File: config.mk
export PLATFORM = sky130hd
export DESIGN_NAME = branch_unit
export DESIGN_NICKNAME = d
export VERILOG_FILES = /design/src/rtl/branch_pkg.sv /design/src/rtl/branch_unit_ret_stack.sv /design/src/rtl/branch_unit.sv
export SDC_FILE = /design/constraint.sdc
export NUM_CORES = 1
export LEC_CHECK = 0
export CAP_MARGIN = 15
export CORE_MARGIN = 1.5
export CORE_UTILIZATION = 40
export DETAILED_ROUTE_END_ITERATION = 16
export PLACE_DENSITY = 0.6
export SLEW_MARGIN = 20
export SYNTH_ARGS = -nofsm -noshare
export SYNTH_HDL_FRONTEND = slang
export SYNTH_HIERARCHICAL = 1
export SYNTH_SLANG_ARGS = --single-unit
File: constraint.sdc
create_clock -name CLK -period 3.3 [get_ports CLK]
set_input_delay 0.66 -clock CLK [delete_from_list [all_inputs] [get_ports CLK]]
set_output_delay 0.66 -clock CLK [all_outputs]
set_load 0.005 [all_outputs]
File: src/rtl/branch_pkg.sv
`default_nettype none
// ============================================================
// branch_pkg : shared widths and control-op encoding
// Revision   : 1.0
// ============================================================
package branch_pkg;
   localparam int c_PC_W  = 12;
   localparam int c_LUT_N = 16;
   localparam int c_RAS_D = 4;

   typedef enum logic [2:0] {
      NONE = 3'd0,
      JMP  = 3'd1,
      BZ   = 3'd2,
      BNZ  = 3'd3,
      CALL = 3'd4,
      RET  = 3'd5
   } br_op_t;
endpackage
`default_nettype wire

File: src/rtl/branch_unit_ret_stack.sv
`default_nettype none
// ============================================================
// ret_stack : circular return-address stack, overwrites oldest
// Revision  : 1.0
// ============================================================
module ret_stack
   import branch_pkg::*;
#(
   parameter int DEPTH = c_RAS_D,
   parameter int W     = c_PC_W
) (
   input  logic         CLK,
   input  logic         rst,
   input  logic         push,
   input  logic         pop,
   input  logic [W-1:0] push_data,
   output logic [W-1:0] top,
   output logic         empty,
   output logic         full
);
   localparam int c_PTR_W = (DEPTH > 1) ? $clog2(DEPTH) : 1;
   localparam int c_CNT_W = $clog2(DEPTH + 1);
   localparam logic [c_PTR_W-1:0] c_LAST = c_PTR_W'(DEPTH - 1);

   logic [W-1:0]       r_mem [DEPTH];
   logic [c_PTR_W-1:0] r_wp;
   logic [c_CNT_W-1:0] r_cnt;
   logic [c_PTR_W-1:0] w_wp_inc;
   logic [c_PTR_W-1:0] w_wp_dec;

   // r_wp is the next free slot; the newest entry sits just below it
   assign w_wp_inc = (r_wp == c_LAST) ? '0 : r_wp + 1'b1;
   assign w_wp_dec = (r_wp == '0) ? c_LAST : r_wp - 1'b1;
   assign top      = r_mem[w_wp_dec];
   assign empty    = (r_cnt == '0);
   assign full     = (r_cnt == c_CNT_W'(DEPTH));

   always_ff @(posedge CLK) begin
      if (rst) begin
         r_wp  <= '0;
         r_cnt <= '0;
      end else if (push) begin
         r_wp <= w_wp_inc;
         if (!full) r_cnt <= r_cnt + 1'b1;
      end else if (pop && !empty) begin
         r_wp  <= w_wp_dec;
         r_cnt <= r_cnt - 1'b1;
      end
   end

   always_ff @(posedge CLK) begin
      if (push) r_mem[r_wp] <= push_data;
   end
endmodule
`default_nettype wire

File: src/rtl/branch_unit.sv
`default_nettype none
// ============================================================
// branch_unit : branch/jump resolution with target table and RAS
// Revision    : 1.0
// ============================================================
module branch_unit
   import branch_pkg::*;
#(
   parameter int PC_W  = c_PC_W,
   parameter int LUT_N = c_LUT_N,
   parameter int RAS_D = c_RAS_D
) (
   input  logic                     CLK,
   input  logic                     init,
   input  logic                     halt,
   input  logic [PC_W-1:0]          pc,
   input  logic [2:0]               br_op,
   input  logic [$clog2(LUT_N)-1:0] lut_idx,
   input  logic                     flag_we,
   input  logic                     zero_in,
   input  logic                     lut_we,
   input  logic [$clog2(LUT_N)-1:0] lut_waddr,
   input  logic [PC_W-1:0]          lut_wdata,
   output logic                     branch_en,
   output logic [PC_W-1:0]          target,
   output logic                     ras_ovf,
   output logic                     ras_unf,
   output logic [15:0]              taken_cnt
);
   logic [PC_W-1:0] r_lut [LUT_N];
   logic            r_zf;
   logic            r_ovf;
   logic            r_unf;
   logic [15:0]     r_taken_cnt;

   br_op_t          w_op;
   logic [PC_W-1:0] w_lut_rd;
   logic [PC_W-1:0] w_ras_top;
   logic            w_ras_empty;
   logic            w_ras_full;
   logic            w_taken;
   logic [PC_W-1:0] w_target;
   logic            w_push;
   logic            w_pop;
   logic            w_unf_set;

   assign w_op     = br_op_t'(br_op);
   assign w_lut_rd = r_lut[lut_idx];

   // init and halt both suppress every state-changing decision here
   always_comb begin
      w_taken   = 1'b0;
      w_target  = '0;
      w_push    = 1'b0;
      w_pop     = 1'b0;
      w_unf_set = 1'b0;
      if (!init && !halt) begin
         case (w_op)
            JMP: begin
               w_taken  = 1'b1;
               w_target = w_lut_rd;
            end
            BZ: if (r_zf) begin
               w_taken  = 1'b1;
               w_target = w_lut_rd;
            end
            BNZ: if (!r_zf) begin
               w_taken  = 1'b1;
               w_target = w_lut_rd;
            end
            CALL: begin
               w_taken  = 1'b1;
               w_target = w_lut_rd;
               w_push   = 1'b1;
            end
            RET: begin
               if (!w_ras_empty) begin
                  w_taken  = 1'b1;
                  w_target = w_ras_top;
                  w_pop    = 1'b1;
               end else begin
                  w_unf_set = 1'b1;
               end
            end
            default: ;
         endcase
      end
   end

   ret_stack #(
      .DEPTH (RAS_D),
      .W     (PC_W)
   ) u_ret_stack (
      .CLK       (CLK),
      .rst       (init),
      .push      (w_push),
      .pop       (w_pop),
      .push_data (pc + PC_W'(1)),
      .top       (w_ras_top),
      .empty     (w_ras_empty),
      .full      (w_ras_full)
   );

   always_ff @(posedge CLK) begin
      if (init) begin
         r_zf        <= 1'b0;
         r_ovf       <= 1'b0;
         r_unf       <= 1'b0;
         r_taken_cnt <= '0;
      end else if (!halt) begin
         if (flag_we) r_zf <= zero_in;
         if (w_push && w_ras_full) r_ovf <= 1'b1;
         if (w_unf_set) r_unf <= 1'b1;
         if (w_taken && (r_taken_cnt != 16'hFFFF)) r_taken_cnt <= r_taken_cnt + 16'd1;
      end
   end

   // table is not reset and stays writable through init and halt
   always_ff @(posedge CLK) begin
      if (lut_we) r_lut[lut_waddr] <= lut_wdata;
   end

   assign branch_en = w_taken;
   assign target    = w_target;
   assign ras_ovf   = r_ovf;
   assign ras_unf   = r_unf;
   assign taken_cnt = r_taken_cnt;
endmodule
`default_nettype wire

# ---- After elaboration in Yosys (flattened, before gate mapping)
# Memories as Yosys holds them, arrays and structs flattened.
# Cells that the tools add are included.
dict set report totals {
  out_inout_bits 31
  ramBits 240
  regBits 24
  input_bits 41
  mem_count 2
}
# name depth width read_ports rd_clocked_by_memory_dff wr line_no
set memory_table {}
lappend memory_table {r_lut 16 12 1 0 1 branch_unit.sv:30} ;# logic [PC_W-1:0] r_lut [LUT_N];
lappend memory_table {u_ret_stack.r_mem 4 12 1 0 1 branch_unit_ret_stack.sv:25} ;# logic [W-1:0] r_mem [DEPTH];
dict set report classes {
  reduce_logical 16
  n_mux 28
  n_addsub 6
  n_eq_ne 9
  bitwise 1
}
# op n
set op_table {}
lappend op_table {{two-way mux 12 bit} 4}
lappend op_table {{case mux 12 bit (4 select lines)} 1}
lappend op_table {{adder 16 x 1 -> 16 bit (second input constant)} 1}
lappend op_table {{inequality test 16 bit (second input constant)} 1}
lappend op_table {{two-way mux 1 bit} 15}
lappend op_table {{adder 12 x 1 -> 12 bit (second input constant)} 1}
lappend op_table {{AND reduction 2 bit} 5}
lappend op_table {{== test 3 bit (second input constant)} 3}
lappend op_table {{two-way mux 3 bit} 3}
lappend op_table {{two-way mux 2 bit} 4}
lappend op_table {{== test 3 x 2 -> 1 bit (second input constant)} 2}
lappend op_table {{logical AND 1 bit} 4}
lappend op_table {{case mux 1 bit (4 select lines)} 1}
lappend op_table {{adder 3 x 1 -> 3 bit (second input constant)} 1}
lappend op_table {{== test 3 x 1 -> 1 bit (second input constant)} 1}
lappend op_table {{logical NOT 1 bit} 3}
lappend op_table {{logical NOT 3 bit} 1}
lappend op_table {{subtractor 3 x 1 -> 3 bit (second input constant)} 1}
lappend op_table {{adder 2 x 1 -> 2 bit (second input constant)} 1}
lappend op_table {{== test 2 bit (second input constant)} 1}
lappend op_table {{logical NOT 2 bit} 1}
lappend op_table {{inequality test 2 bit (second input constant)} 1}
lappend op_table {{nonzero test 2 bit} 1}
lappend op_table {{OR reduction 2 bit} 1}
lappend op_table {{2 further kinds} 2}

# ---- Logic depth before layout (Yosys ltp)
# Gate-level depths: netlist of run 1.
dict set report logic_depth {
  word_depth 7
  mapped_depth 9
}

# ---- By module
# The synthesis of run 1 kept the hierarchy.
# mod instances cells_each area_each_um2 seq_area_each_um2
set by_module_without_submodules {}
lappend by_module_without_submodules {branch_unit 1 467 8687.1 6145.9}
lappend by_module_without_submodules {ret_stack 1 112 2133.3 1541.5}

# ---- Least setup slack after synthesis of run 1
# Ideal clock, no wire load.
dict set report synth_path {
  kind {in2reg}
  start {input init}
  end {register u_ret_stack.r_cnt[2]}
  arrival_time_ns 2.683
  slack_ns 0.522
  setup_time_ns 0.095
  path_stages 8
  cell_sequence {nor2_1 > nor4b_1 > buf_2 > buf_2 > inv_1 > fa_1 > or3_1 > a221oi_1}
}
dict set report synth_between {
  elab_cells_between_ends 9
  cone_classes {eq/ne: 1; mux: 3; reduce/logical: 5}
}
# element line_no
set synth_lines {}
lappend synth_lines {{from (decl)} branch_unit.sv:14} ;# input logic init,
lappend synth_lines {{logical NOT 1 bit (*)} branch_unit.sv:57} ;# if (!init && !halt) begin
lappend synth_lines {{logical AND 1 bit (*)} branch_unit.sv:57}
lappend synth_lines {{two-way mux 1 bit (*)} branch_unit.sv:57}
lappend synth_lines {{named net w_push} branch_unit.sv:43} ;# logic w_push;
lappend synth_lines {{inequality test 2 bit (no line) / nonzero test 2 bit (equally long branches)} --}
lappend synth_lines {{AND reduction 2 bit (no line)} --}
lappend synth_lines {{to (signal assigned)} branch_unit_ret_stack.sv:44} ;# if (!full) r_cnt <= r_cnt + 1'b1;
lappend synth_lines {{to (signal assigned)} branch_unit_ret_stack.sv:47} ;# r_cnt <= r_cnt - 1'b1;
lappend synth_lines {{to (decl)} branch_unit_ret_stack.sv:27} ;# logic [c_CNT_W-1:0] r_cnt;
# Mark *: on every way through the listed nets, which the timed path passes. The rest lies on a longest branch.
# A chain may end at the register's enable or synchronous reset.

# ---- Worst setup path after layout of run 1
dict set report layout_path {
  start {register u_ret_stack.r_wp[1]}
  end {output target[4]}
}
dict set report layout_between {
  elab_chain_cells 6
  elab_cells_between_ends 7
  cone_classes {add/sub: 1; mux: 4; reduce/logical: 1; memory: 1}
}
# element line_no
set layout_rtl {}
lappend layout_rtl {{from (decl)} branch_unit_ret_stack.sv:26} ;# logic [c_PTR_W-1:0] r_wp;
lappend layout_rtl {{from (signal assigned)} branch_unit_ret_stack.sv:43} ;# r_wp <= w_wp_inc;
lappend layout_rtl {{from (signal assigned)} branch_unit_ret_stack.sv:46} ;# r_wp <= w_wp_dec;
lappend layout_rtl {{subtractor 2 x 1 -> 2 bit / logical NOT 2 bit (equally long branches)} branch_unit_ret_stack.sv:33} ;# assign w_wp_dec = (r_wp == '0) ? c_LAST : r_wp - 1'b1;
lappend layout_rtl {{two-way mux 2 bit (*)} branch_unit_ret_stack.sv:33}
lappend layout_rtl {{memory (4 x 12 bit) (*)} --}
lappend layout_rtl {{named net w_ras_top[4]} branch_unit.sv:38} ;# logic [PC_W-1:0] w_ras_top;
lappend layout_rtl {{two-way mux 12 bit (*)} branch_unit.sv:77} ;# if (!w_ras_empty) begin
lappend layout_rtl {{case mux 12 bit (4 select lines) (*)} branch_unit.sv:58} ;# case (w_op)
lappend layout_rtl {{two-way mux 12 bit (*)} branch_unit.sv:57}
lappend layout_rtl {{to (decl)} branch_unit.sv:25} ;# output logic [PC_W-1:0] target,
# Marks and branches as above.

==> impl_metrics.env, run 1 <==
export IMPL_outcome="finished clean"
export IMPL_cap_violations=0
export IMPL_hold_class="reg2reg"
export IMPL_synth_edff_count=240
export IMPL_busiest_layer="met2"
export IMPL_power_density_nw_per_um2=520
export IMPL_synth_top_cells_by_area="edfxtp_1 67%, mux4_2 12%, dfxtp_1 4.4%"
export IMPL_drtIter0Drc=485
export IMPL_die_y_um=167
export IMPL_wl_mm=22.8
export IMPL_dieArea_um2=28000
export IMPL_drc=0
export IMPL_cts_made_buffers=28
export IMPL_num_nets_final=764
export IMPL_firstDrtPassIters=4
export IMPL_fin_crit_ns=3.23
export IMPL_arrival_ns=2.57
export IMPL_hold_viol=0
export IMPL_placedCellCount=1017
export IMPL_ctsHoldBuffers=0
export IMPL_fin_cells=1073
export IMPL_holdPathStages=2
export IMPL_grt_total_usage_pct=16.6
export IMPL_final_common_cell="edfxtp_1"
export IMPL_area_growth_pct=22.5
export IMPL_core_area_um2=26700
export IMPL_clk_pin_slew_ns=0.06
export IMPL_drv_slew=0
export IMPL_holdWs_ns=0.485
export IMPL_fp_dieW_um=167
export IMPL_first_global_vias=6009
export IMPL_gp_congestion=0.823
export IMPL_end_kind="output pin"
export IMPL_use_met3_pct=2.72
export IMPL_synth_nets=628
export IMPL_ys_warn_count=6
export IMPL_fin_crit_sh_pct=97.8
export IMPL_initial_core_util_pct=40.5
export IMPL_syn_avg_cell_area_um2=18.7
export IMPL_met1_usage_pct=22.7
export IMPL_setup_violations_final=0
export IMPL_slew_limit_headroom_pct=62.4
export IMPL_path_class="reg2out"
export IMPL_clockBufferDepth=3
export IMPL_routed_via_density=5.35
export IMPL_clock_skew_ns=0.0131
export IMPL_io_buffers=71
export IMPL_netlist_area_um2=10800
export IMPL_routed_via_count=5743
export IMPL_synth_top_area_share_pct=66.6
export IMPL_finalInstanceArea_um2=13300
export IMPL_yosys_register_bits=264
export IMPL_grt_pass1_wl_mm=35.3
export IMPL_rsz0062_at_grt="false"
export IMPL_cts_htree_levels=1
export IMPL_startpoint_type="flop"
export IMPL_cts_sinks=264
export IMPL_grtUsageMet2_pct=28.1
export IMPL_grt_overflow=0
export IMPL_ys_seq_area_share_pct=71.0
export IMPL_leakage_nw=4.43
export IMPL_io_pins=72
export IMPL_final_cell_mix="240 x edfxtp_1, 62 x clkdlybuf4s50_1, 60 x mux4_2"
export IMPL_crit_fanout=8
export IMPL_worstPathRequired_ns=2.64
export IMPL_grt_max_degree=35
export IMPL_synth_cell_type_count=59
export IMPL_synthDominantAreaCellType="edfxtp_1"
export IMPL_ys_flop_type="edfxtp_1"
export IMPL_syn_inst=579
export IMPL_reg2regPathDepth=8
export IMPL_ant_nets=0
export IMPL_cts_root_buf="clkbuf_16"
export IMPL_ir_worst_vdd_mv=0.395
export IMPL_drive_gt1_share_pct=25.1
export IMPL_hpwl_mm=14.7
export IMPL_wl_per_cell_um=21.2
export IMPL_clk_latency_ns=0.54
export IMPL_worst_pin_slew_ns=0.562
export IMPL_placed_cell_area_um2=12300
export IMPL_async_reset_ff_share_pct=0
export IMPL_row_count=60
export IMPL_antenna_found_initial=0
export IMPL_cts_tree="done"
export IMPL_diodes=0
export IMPL_max_freq_ghz=0.310
sequential cells by signal (all words and copies together), names as in the netlist:
| register | cells |
|---|---|
| r_zf | 1 |
| u_ret_stack/r_mem | 48 |
| u_ret_stack/r_wp | 2 |
| ras_ovf | 1 |
| taken_cnt | 16 |
| ras_unf | 1 |
| u_ret_stack/r_cnt | 3 |
| r_lut | 192 |
synth_stat cells (2+ instances only):
cell type,number
a2111oi_2,2
a211oi_1,2
a21oi_1,6
a2bb2oi_1,11
a31oi_1,3
and2_1,4
and3_1,7
and3b_1,2
buf_1,5
buf_2,8
buf_4,3
buf_6,3
clkbuf_1,6
dfxtp_1,24
edfxtp_1,240
ha_1,7
inv_1,10
mux2i_1,29
mux4_2,60
nand2_1,11
nand2b_1,8
nand3_1,11
nand3b_1,3
nand4_1,5
nor2_1,34
nor2b_1,2
nor3_1,7
o21ai_0,13
o22ai_1,3
or3_1,4
xnor2_1,15
xor2_1,4
cell type report:
class / count / area, um^2
Sequential cell: 264 / 7690
Clock inverter: 13 / 80.1
Multi-Input combinational cell: 280 / 3010
Fill cell: 2192 / 13500
Tap cell: 341 / 427
Timing Repair Buffer: 131 / 1290
Clock buffer: 34 / 723
Inverter: 10 / 37.5
through the flow:
| stage | total power (W) | util (%) | setup slack (ns) | TNS, ns |
|---|---|---|---|---|
| floorplan | 0.00398 | - | 0.522 | 0 |
| global placement | 0.00418 | 45.9 | -0.187 | -0.686 |
| detailed placement | 0.00419 | 45.9 | -0.190 | -1.03 |
| CTS | 0.00695 | 49.2 | -0.00575 | -0.00575 |
| global route | 0.00714 | 49.6 | 0.00104 | 0 |
| finish | 0.00690 | 49.6 | 0.0742 | 0 |
timing repair:
item | 4_1_cts | 5_1_grt
cloned | 0 | 1
buffers inserted | 4 | 4
gates resized for setup | 19 | 20
setup endpoints to repair | 12 | 12
pin swaps | 1 | 4
final timing paths:
kind	slack, ns	start	endpoint
worst max-delay path	0.07	u_ret_stack/r_wp[1]$_SDFFE_PP0P_	target[4]
worst min-delay path	0.48	ras_ovf$_SDFFE_PP0P_	ras_ovf$_SDFFE_PP0P_
worst max register to register	1.23	u_ret_stack/r_cnt[2]$_SDFFE_PP0P_	taken_cnt[13]$_SDFFE_PP0P_
worst min register to register	0.48	ras_ovf$_SDFFE_PP0P_	ras_ovf$_SDFFE_PP0P_
cells by family (layout without fill, tap and decap cells):
logic type      count (synthesis)  in the layout  share of synthesized area [%]
mux                            91             91                           15.4
compound gates                 54             54                           3.98
xor+xnor                       19             19                           1.54
fa+ha+maj                       8              8                          0.994
simple gates                  108            108                           5.41
buf+inv                        35            188                           1.62
flops                         264            264                           71.0
power breakdown:
| part | switching (W) | total [W] | internal, W |
|---|---|---|---|
| Combinational | 0.000207 | 0.000418 | 0.000212 |
| Clock | 0.00121 | 0.00276 | 0.00155 |
| Sequential | 0.0000134 | 0.00372 | 0.00370 |
| Total | 0.00143 | 0.00690 | 0.00546 |
worst max-delay path, cell delays in order, from the launching register on:
cell	delay, ns
dfxtp_2	0.35
inv_2	0.07
ha_4	0.29
buf_4	0.17
mux4_2	0.35
a2bb2oi_1	0.19
o21ai_0	0.13
clkdlybuf4s50_1	0.47
metal layers:
| layer | up-vias | share of wire, % |
|---|---|---|
| met4 | 0 | 1.8 |
| met2 | 161 | 50 |
| met5 | - | 0 |
| li1 | 2613 | - |
| met3 | 25 | 5.0 |
| met1 | 2944 | 44 |
No activity file was read; power rests on OpenSTA's default activity.
==> inputs of run 2 (changes only) <==
--- a/config.mk
+++ b/config.mk
@@ -6,12 +6,13 @@
 export NUM_CORES = 1
 export LEC_CHECK = 0
 export CAP_MARGIN = 15
+export CELL_PAD_IN_SITES_DETAIL_PLACEMENT = 0
+export CELL_PAD_IN_SITES_GLOBAL_PLACEMENT = 1
 export CORE_MARGIN = 1.5
 export CORE_UTILIZATION = 40
 export DETAILED_ROUTE_END_ITERATION = 16
-export PLACE_DENSITY = 0.6
+export PLACE_DENSITY = 0.67
 export SLEW_MARGIN = 20
 export SYNTH_ARGS = -nofsm -noshare
 export SYNTH_HDL_FRONTEND = slang
-export SYNTH_HIERARCHICAL = 1
 export SYNTH_SLANG_ARGS = --single-unit
==> run 2 against run 1 <==
Net effect:
- maximum frequency increased by 0.74%
- cell count increased by 2.1%
- wire length increased by 4.6%
- via count up 5.3%
- hold slack got worse by 0.0033 ns
- sequential share of layout area shrank 1.6 points
- die area shrank 0.34%
- core utilization increased by 2.2 points
- critical endpoint is now target[7]
==> impl_metrics.env, run 2 <==
export IMPL_async_reset_ff_share_pct=0
export IMPL_setup_violations_final=0
export IMPL_ys_seq_area_share_pct=71.3
export IMPL_grt_pass1_wl_mm=36.8
export IMPL_initial_core_util_pct=41.0
export IMPL_grt_overflow=0
export IMPL_row_count=59
export IMPL_utilization_pct=51.8
export IMPL_drc=0
export IMPL_hpwl_mm=16.0
export IMPL_wl_per_cell_um=21.8
export IMPL_max_freq_ghz=0.312
export IMPL_area_growth_pct=26.4
export IMPL_hold_class="reg2reg"
export IMPL_ys_flop_type="edfxtp_1"
export IMPL_synth_edff_count=240
export IMPL_ys_warn_count=0
export IMPL_clockBufferDepth=3
export IMPL_synthDominantAreaCellType="edfxtp_1"
export IMPL_hold_start="ras_unf$_SDFFE_PP0P_"
export IMPL_n_fill_cell=2100
export IMPL_cts_sinks=264
export IMPL_fin_crit_ns=3.20
export IMPL_fp_dieW_um=167
export IMPL_cts_made_buffers=28
export IMPL_fin_cells=1096
export IMPL_synth_top_area_share_pct=66.8
export IMPL_drtIter0Drc=430
export IMPL_placed_cell_area_um2=12400
export IMPL_io_pins=72
export IMPL_rsz0062_at_grt="false"
export IMPL_yosys_register_bits=264
export IMPL_largest_register_ffs=192
export IMPL_r2r_start="taken_cnt[0]$_SDFFE_PP0P_"
export IMPL_r2r_end="taken_cnt[3]$_SDFFE_PP0P_"
export IMPL_grt_total_usage_pct=17.2
export IMPL_first_global_vias=6263
export IMPL_startpoint_type="flop"
export IMPL_pre_cts_slack_ns=-0.409
export IMPL_dieArea_um2=28000
export IMPL_finalInstanceArea_um2=13600
export IMPL_fin_ws_ns=0.0979
export IMPL_largest_register="r_lut"
export IMPL_arrival_ns=2.54
export IMPL_cts_root_buf="clkbuf_16"
export IMPL_fin_crit_sh_pct=97.0
export IMPL_num_nets_final=787
export IMPL_power_density_nw_per_um2=553
export IMPL_leakage_nw=4.51
export IMPL_wl_mm=23.9
export IMPL_ir_worst_vdd_mv=0.411
export IMPL_core_area_um2=26300
export IMPL_placedCellCount=1039
export IMPL_power_w=0.00754
export IMPL_cts_htree_levels=1
export IMPL_firstDrtPassIters=5
export IMPL_hold_viol=0
export IMPL_cts_tree="done"
export IMPL_drv_slew=0
export IMPL_synth_nets=641
export IMPL_slew_limit_headroom_pct=33.2
export IMPL_crit_fanout=6
export IMPL_io_buffers=71
export IMPL_ant_nets=0
export IMPL_holdPathStages=2
export IMPL_final_common_cell="edfxtp_1"
export IMPL_synth_top_cells_by_area="edfxtp_1 67%, mux4_2 13%, dfxtp_1 4.5%"
export IMPL_timing_reg2reg_setup_slack_ns=0.91
export IMPL_whs_endpoint="ras_unf$_SDFFE_PP0P_"
export IMPL_outcome="finished clean"
export IMPL_drive_gt1_share_pct=28.3
export IMPL_cap_violations=0
export IMPL_die_y_um=167
export IMPL_synth_most_common_cell="edfxtp_1"
export IMPL_grt_max_degree=29
export IMPL_path_class="reg2out"
export IMPL_antenna_found_initial=0
export IMPL_syn_inst=593
export IMPL_routed_via_count=6045
export IMPL_worst_pin_slew_ns=0.999
export IMPL_synth_cell_type_count=51
export IMPL_netlist_area_um2=10800
export IMPL_clock_skew_ns=0.0107
export IMPL_clk_latency_ns=0.55
export IMPL_netlist_top_cells_count="240 x edfxtp_1, 60 x mux4_2, 32 x nor2_1, 25 x a21oi_1, 24 x dfxtp_1"
export IMPL_syn_avg_cell_area_um2=18.2
export IMPL_gp_congestion=0.758
export IMPL_end_kind="output pin"
export IMPL_routed_via_density=5.52
export IMPL_final_cell_mix="240 x edfxtp_1, 60 x mux4_2, 57 x buf_4"
export IMPL_reg2regPathDepth=7
export IMPL_worstPathRequired_ns=2.64
export IMPL_clk_pin_slew_ns=0.06
export IMPL_diodes=0
==> run 2: cell count changes in the layout (fill, tap and decap cells not counted), sizes merged, moves of 11 or more <==
| cell | previous run | this run |
|---|---|---|
| nor2b | 2 | 15 |
| a21oi | 8 | 25 |
| buf | 61 | 75 |
| a2bb2oi | 11 | 0 |
| a22o | 0 | 12 |
| mux2i | 29 | 16 |
==> run 2: power breakdown <==
part / switching (W) / total [W] / internal (W)
combinational: 0.000242 / 0.000472 / 0.000230
clock: 0.00130 / 0.00335 / 0.00205
sequential: 0.0000143 / 0.00372 / 0.00370
total: 0.00156 / 0.00754 / 0.00598
==> run 2: cell type report <==
type	instances	area, um^2	share of cell area (%)
clock buffer	32	716	5.25
clock inverter	20	288	2.11
inverter	9	33.8	0.248
multi-input combinational	293	3080	22.6
sequential	264	7690	56.4
tap	335	419	3.08
timing repair buffer	143	1400	10.2
==> run 2: how the worst max path moves through the flow <==
stage | from | endpoint | slack (ns) | cells past startpoint
global placement | br_op[0] | target[1] | -0.31 | 6
CTS | r_lut[0][11]$_DFFE_PP_ | target[11] | 0.002 | 6
floorplan | lut_idx[0] | target[10] | 0.52 | 6
finish | u_ret_stack.r_wp[0]$_SDFFE_PP0P_ | target[7] | 0.1 | 8
detailed placement | br_op[0] | target[3] | -0.41 | 6
global route | u_ret_stack.r_wp[1]$_SDFFE_PP0P_ | target[6] | 0.01 | 8
==> run 2: layer usage <==
metal  track usage, %  vias up  part of all wire, %
met5                0        -                    0
met4             3.60        0                  1.4
met3             2.46       27                  5.0
met2             29.2      170                   50
met1             23.7     3127                   44
li1                 -     2721                    -
==> run 2: repair_timing <==
item	in CTS	in global routing
setup endpoints to repair	13	3
gates resized for setup	49	4
setup buffers	3	2
hold buffers	0	0
gates cloned	1	0
endpoints found under the hold margin	0	0
pin swaps	11	3
==> run 2: worst max-delay path, cell delays in order (launching register included) <==
cell and delay, ns:
dfxtp_2 0.33, inv_2 0.07, ha_4 0.18, nor2_4 0.14
buf_4 0.15, buf_12 0.12, mux4_2 0.54, a22o_1 0.20
dlygate4sd2_1 0.27
==> run 2: cells by family (layout without fill, tap and decap cells) <==
logic type               count (synthesis)  after routing  share of synthesized area, %
AO/OA/AOI/OAI                           75             75                          4.84
XOR/XNOR                                12             12                         0.975
adder cells (fa/ha/maj)                  7              7                         0.882
buffers and inverters                   36            204                          1.47
flip-flops                             264            264                          71.3
multiplexers                            77             77                          14.1
AND/OR/NAND/NOR                        122            122                          6.42
==> run 2: stage by stage <==
stage	hold WS (ns)	setup TNS, ns
floorplan	0.460	0
global placement	0.459	-3.68
detailed placement	0.477	-4.70
CTS	0.493	0
global route	0.521	0
finish	0.481	0
==> inputs of run 3 (changes only) <==
--- a/config.mk
+++ b/config.mk
@@ -12,7 +12,8 @@
 export CORE_UTILIZATION = 40
 export DETAILED_ROUTE_END_ITERATION = 16
 export PLACE_DENSITY = 0.67
-export SLEW_MARGIN = 20
+export RECOVER_POWER = 100
+export SLEW_MARGIN = 30
 export SYNTH_ARGS = -nofsm -noshare
 export SYNTH_HDL_FRONTEND = slang
 export SYNTH_SLANG_ARGS = --single-unit
==> run 3 against run 2 <==
Net effect:
- setup slack better by 0.0058 ns
- sequential share of layout area rose by 0.54 points
- clock power is essentially flat
- cell count stayed put
- critical path type unchanged
- largest cell class unchanged
==> impl_metrics.env, run 3 (same netlist as run 2, synthesis figures left out) <==
export IMPL_outcome="finished clean"
export IMPL_rsz0062_at_grt="false"
export IMPL_end_kind="output pin"
export IMPL_firstDrtPassIters=5
export IMPL_leakage_nw=4.47
export IMPL_io_buffers=71
export IMPL_grt_pass1_wl_mm=36.8
export IMPL_cap_violations=0
export IMPL_power_w=0.00752
export IMPL_cts_root_buf="clkbuf_16"
export IMPL_finalInstanceArea_um2=13500
export IMPL_largest_register_ffs=192
export IMPL_gp_congestion=0.758
export IMPL_clock_skew_ns=0.0106
export IMPL_antenna_found_initial=0
export IMPL_routed_via_density=5.46
export IMPL_sw_frac_of_total_pct=20.6
export IMPL_fin_crit_ns=3.20
export IMPL_cts_sinks=264
export IMPL_core_area_um2=26300
export IMPL_worst_pin_slew_ns=1.05
export IMPL_dieArea_um2=28000
export IMPL_final_cell_mix="240 x edfxtp_1, 60 x mux4_2, 34 x dlygate4sd3_1, 34 x buf_4"
export IMPL_grt_overflow=0
export IMPL_fin_ws_ns=0.104
export IMPL_hold_class="reg2reg"
export IMPL_holdPathStages=2
export IMPL_clk_pin_slew_ns=0.06
export IMPL_timing_reg2reg_setup_slack_ns=0.60
export IMPL_diodes=0
export IMPL_max_freq_ghz=0.313
export IMPL_hpwl_mm=16.0
export IMPL_ant_nets=0
export IMPL_cts_htree_levels=1
export IMPL_routed_via_count=5989
export IMPL_r2r_start="u_ret_stack.r_cnt[0]$_SDFFE_PP0P_"
export IMPL_drive_gt1_share_pct=24.3
export IMPL_area_growth_pct=25.1
export IMPL_fin_cells=1096
export IMPL_clk_latency_ns=0.55
export IMPL_wl_mm=23.8
export IMPL_startpoint_type="flop"
export IMPL_fin_crit_sh_pct=96.9
export IMPL_fp_dieW_um=167
export IMPL_num_nets_final=787
export IMPL_drv_slew=0
export IMPL_io_pins=72
export IMPL_cts_made_buffers=28
export IMPL_ir_worst_vdd_mv=0.413
export IMPL_worstPathRequired_ns=2.64
export IMPL_p_sw_w=0.00155
export IMPL_whs_endpoint="ras_unf$_SDFFE_PP0P_"
export IMPL_grt_max_degree=29
export IMPL_setup_violations_final=0
export IMPL_crit_fanout=6
export IMPL_hold_viol=0
export IMPL_row_count=59
export IMPL_largest_register="r_lut"
export IMPL_slew_limit_headroom_pct=29.8
export IMPL_regArea_um2=7690
export IMPL_r2r_end="taken_cnt[6]$_SDFFE_PP0P_"
export IMPL_die_y_um=167
export IMPL_path_class="reg2out"
export IMPL_power_frac_clock_pct=44.5
export IMPL_multi_input_area_um2=3040
export IMPL_placedCellCount=1039
export IMPL_clockBufferDepth=3
export IMPL_ctsHoldBuffers=0
export IMPL_first_global_vias=6263
export IMPL_holdWs_ns=0.476
export IMPL_wl_per_cell_um=21.7
export IMPL_placed_cell_area_um2=12400
export IMPL_final_common_cell="edfxtp_1"
export IMPL_power_density_nw_per_um2=557
export IMPL_cts_tree="done"
export IMPL_pre_cts_slack_ns=-0.409
export IMPL_grt_total_usage_pct=17.2
export IMPL_drtIter0Drc=440
export IMPL_initial_core_util_pct=41.0
export IMPL_n_fill_cell=2126
export IMPL_arrival_ns=2.54
export IMPL_p_int_w=0.00597
export IMPL_hold_start="ras_unf$_SDFFE_PP0P_"
export IMPL_seqPwrFrac_pct=49.5
export IMPL_drc=0
export IMPL_reg2regPathDepth=7
export IMPL_combPwrFrac_pct=6.1
[run 3: cell types whose count changed in the layout (fill, tap and decap cells not counted), sizes merged]
cell	change
buf	-23
dlygate4sd3	+34
clkbuf	+23
clkdlybuf4s50	-34
[run 3: routing by layer]
layer  GRT usage [%]  part of all wire [%]  vias up
met1            23.7                    43     3093
met4            3.60                   1.4        0
met5               0                     0        -
li1                -                     -     2724
met2            29.2                    50      146
met3            2.46                   5.7       26
[run 3: power by group through the flow]
stage / Sequential, W / Combinational, W / Clock, W
CTS: 0.00372 / 0.000471 / 0.00341
floorplan: 0.00378 / 0.000210 / 0
finish: 0.00372 / 0.000458 / 0.00334
global placement: 0.00379 / 0.000439 / 0
global route: 0.00372 / 0.000495 / 0.00355
detailed placement: 0.00379 / 0.000450 / 0
[run 3: critical path, stage by stage (launching register included)]
cell and delay [ns]:
dfxtp_2 0.33, inv_2 0.07, ha_4 0.18, nor2_4 0.14
buf_4 0.15, buf_12 0.12, mux4_2 0.54, a22o_1 0.21
dlygate4sd2_1 0.26
[run 3: worst max-delay path by stage]
stage | from | endpoint | slack [ns] | cells past startpoint
2_1_floorplan | lut_idx[0] | target[10] | 0.52 | 6
3_3_place_gp | br_op[0] | target[1] | -0.31 | 6
3_5_place_dp | br_op[0] | target[3] | -0.41 | 6
4_1_cts | r_lut[0][11]$_DFFE_PP_ | target[11] | 0.002 | 6
5_1_grt | u_ret_stack.r_wp[1]$_SDFFE_PP0P_ | target[6] | 0.01 | 8
6_report | u_ret_stack.r_wp[0]$_SDFFE_PP0P_ | target[3] | 0.10 | 8
[run 3: final cells by class]
class | instances | share of cell area (%)
Multi-Input combinational cell | 293 | 22.5
Clock buffer | 32 | 5.30
Inverter | 9 | 0.250
Clock inverter | 20 | 2.13
Tap cell | 335 | 3.11
Sequential cell | 264 | 57.0
Timing Repair Buffer | 143 | 9.71
[run 3: stage by stage]
| stage | util [%] | TNS, ns |
|---|---|---|
| after floorplan | - | 0 |
| after global placement | 47.2 | -3.68 |
| after detailed placement | 47.2 | -4.70 |
| after CTS | 51.7 | 0 |
| after global routing | 51.3 | 0 |
| final | 51.3 | 0 |
[run 3: repair_timing]
| item | CTS | global route |
|---|---|---|
| resized for setup | 49 | 4 |
| endpoints found under the setup margin | 13 | 3 |
| buffers inserted | 3 | 2 |
| hold endpoints to repair | 0 | 0 |
| gates cloned | 1 | 0 |
| pin swaps | 11 | 3 |
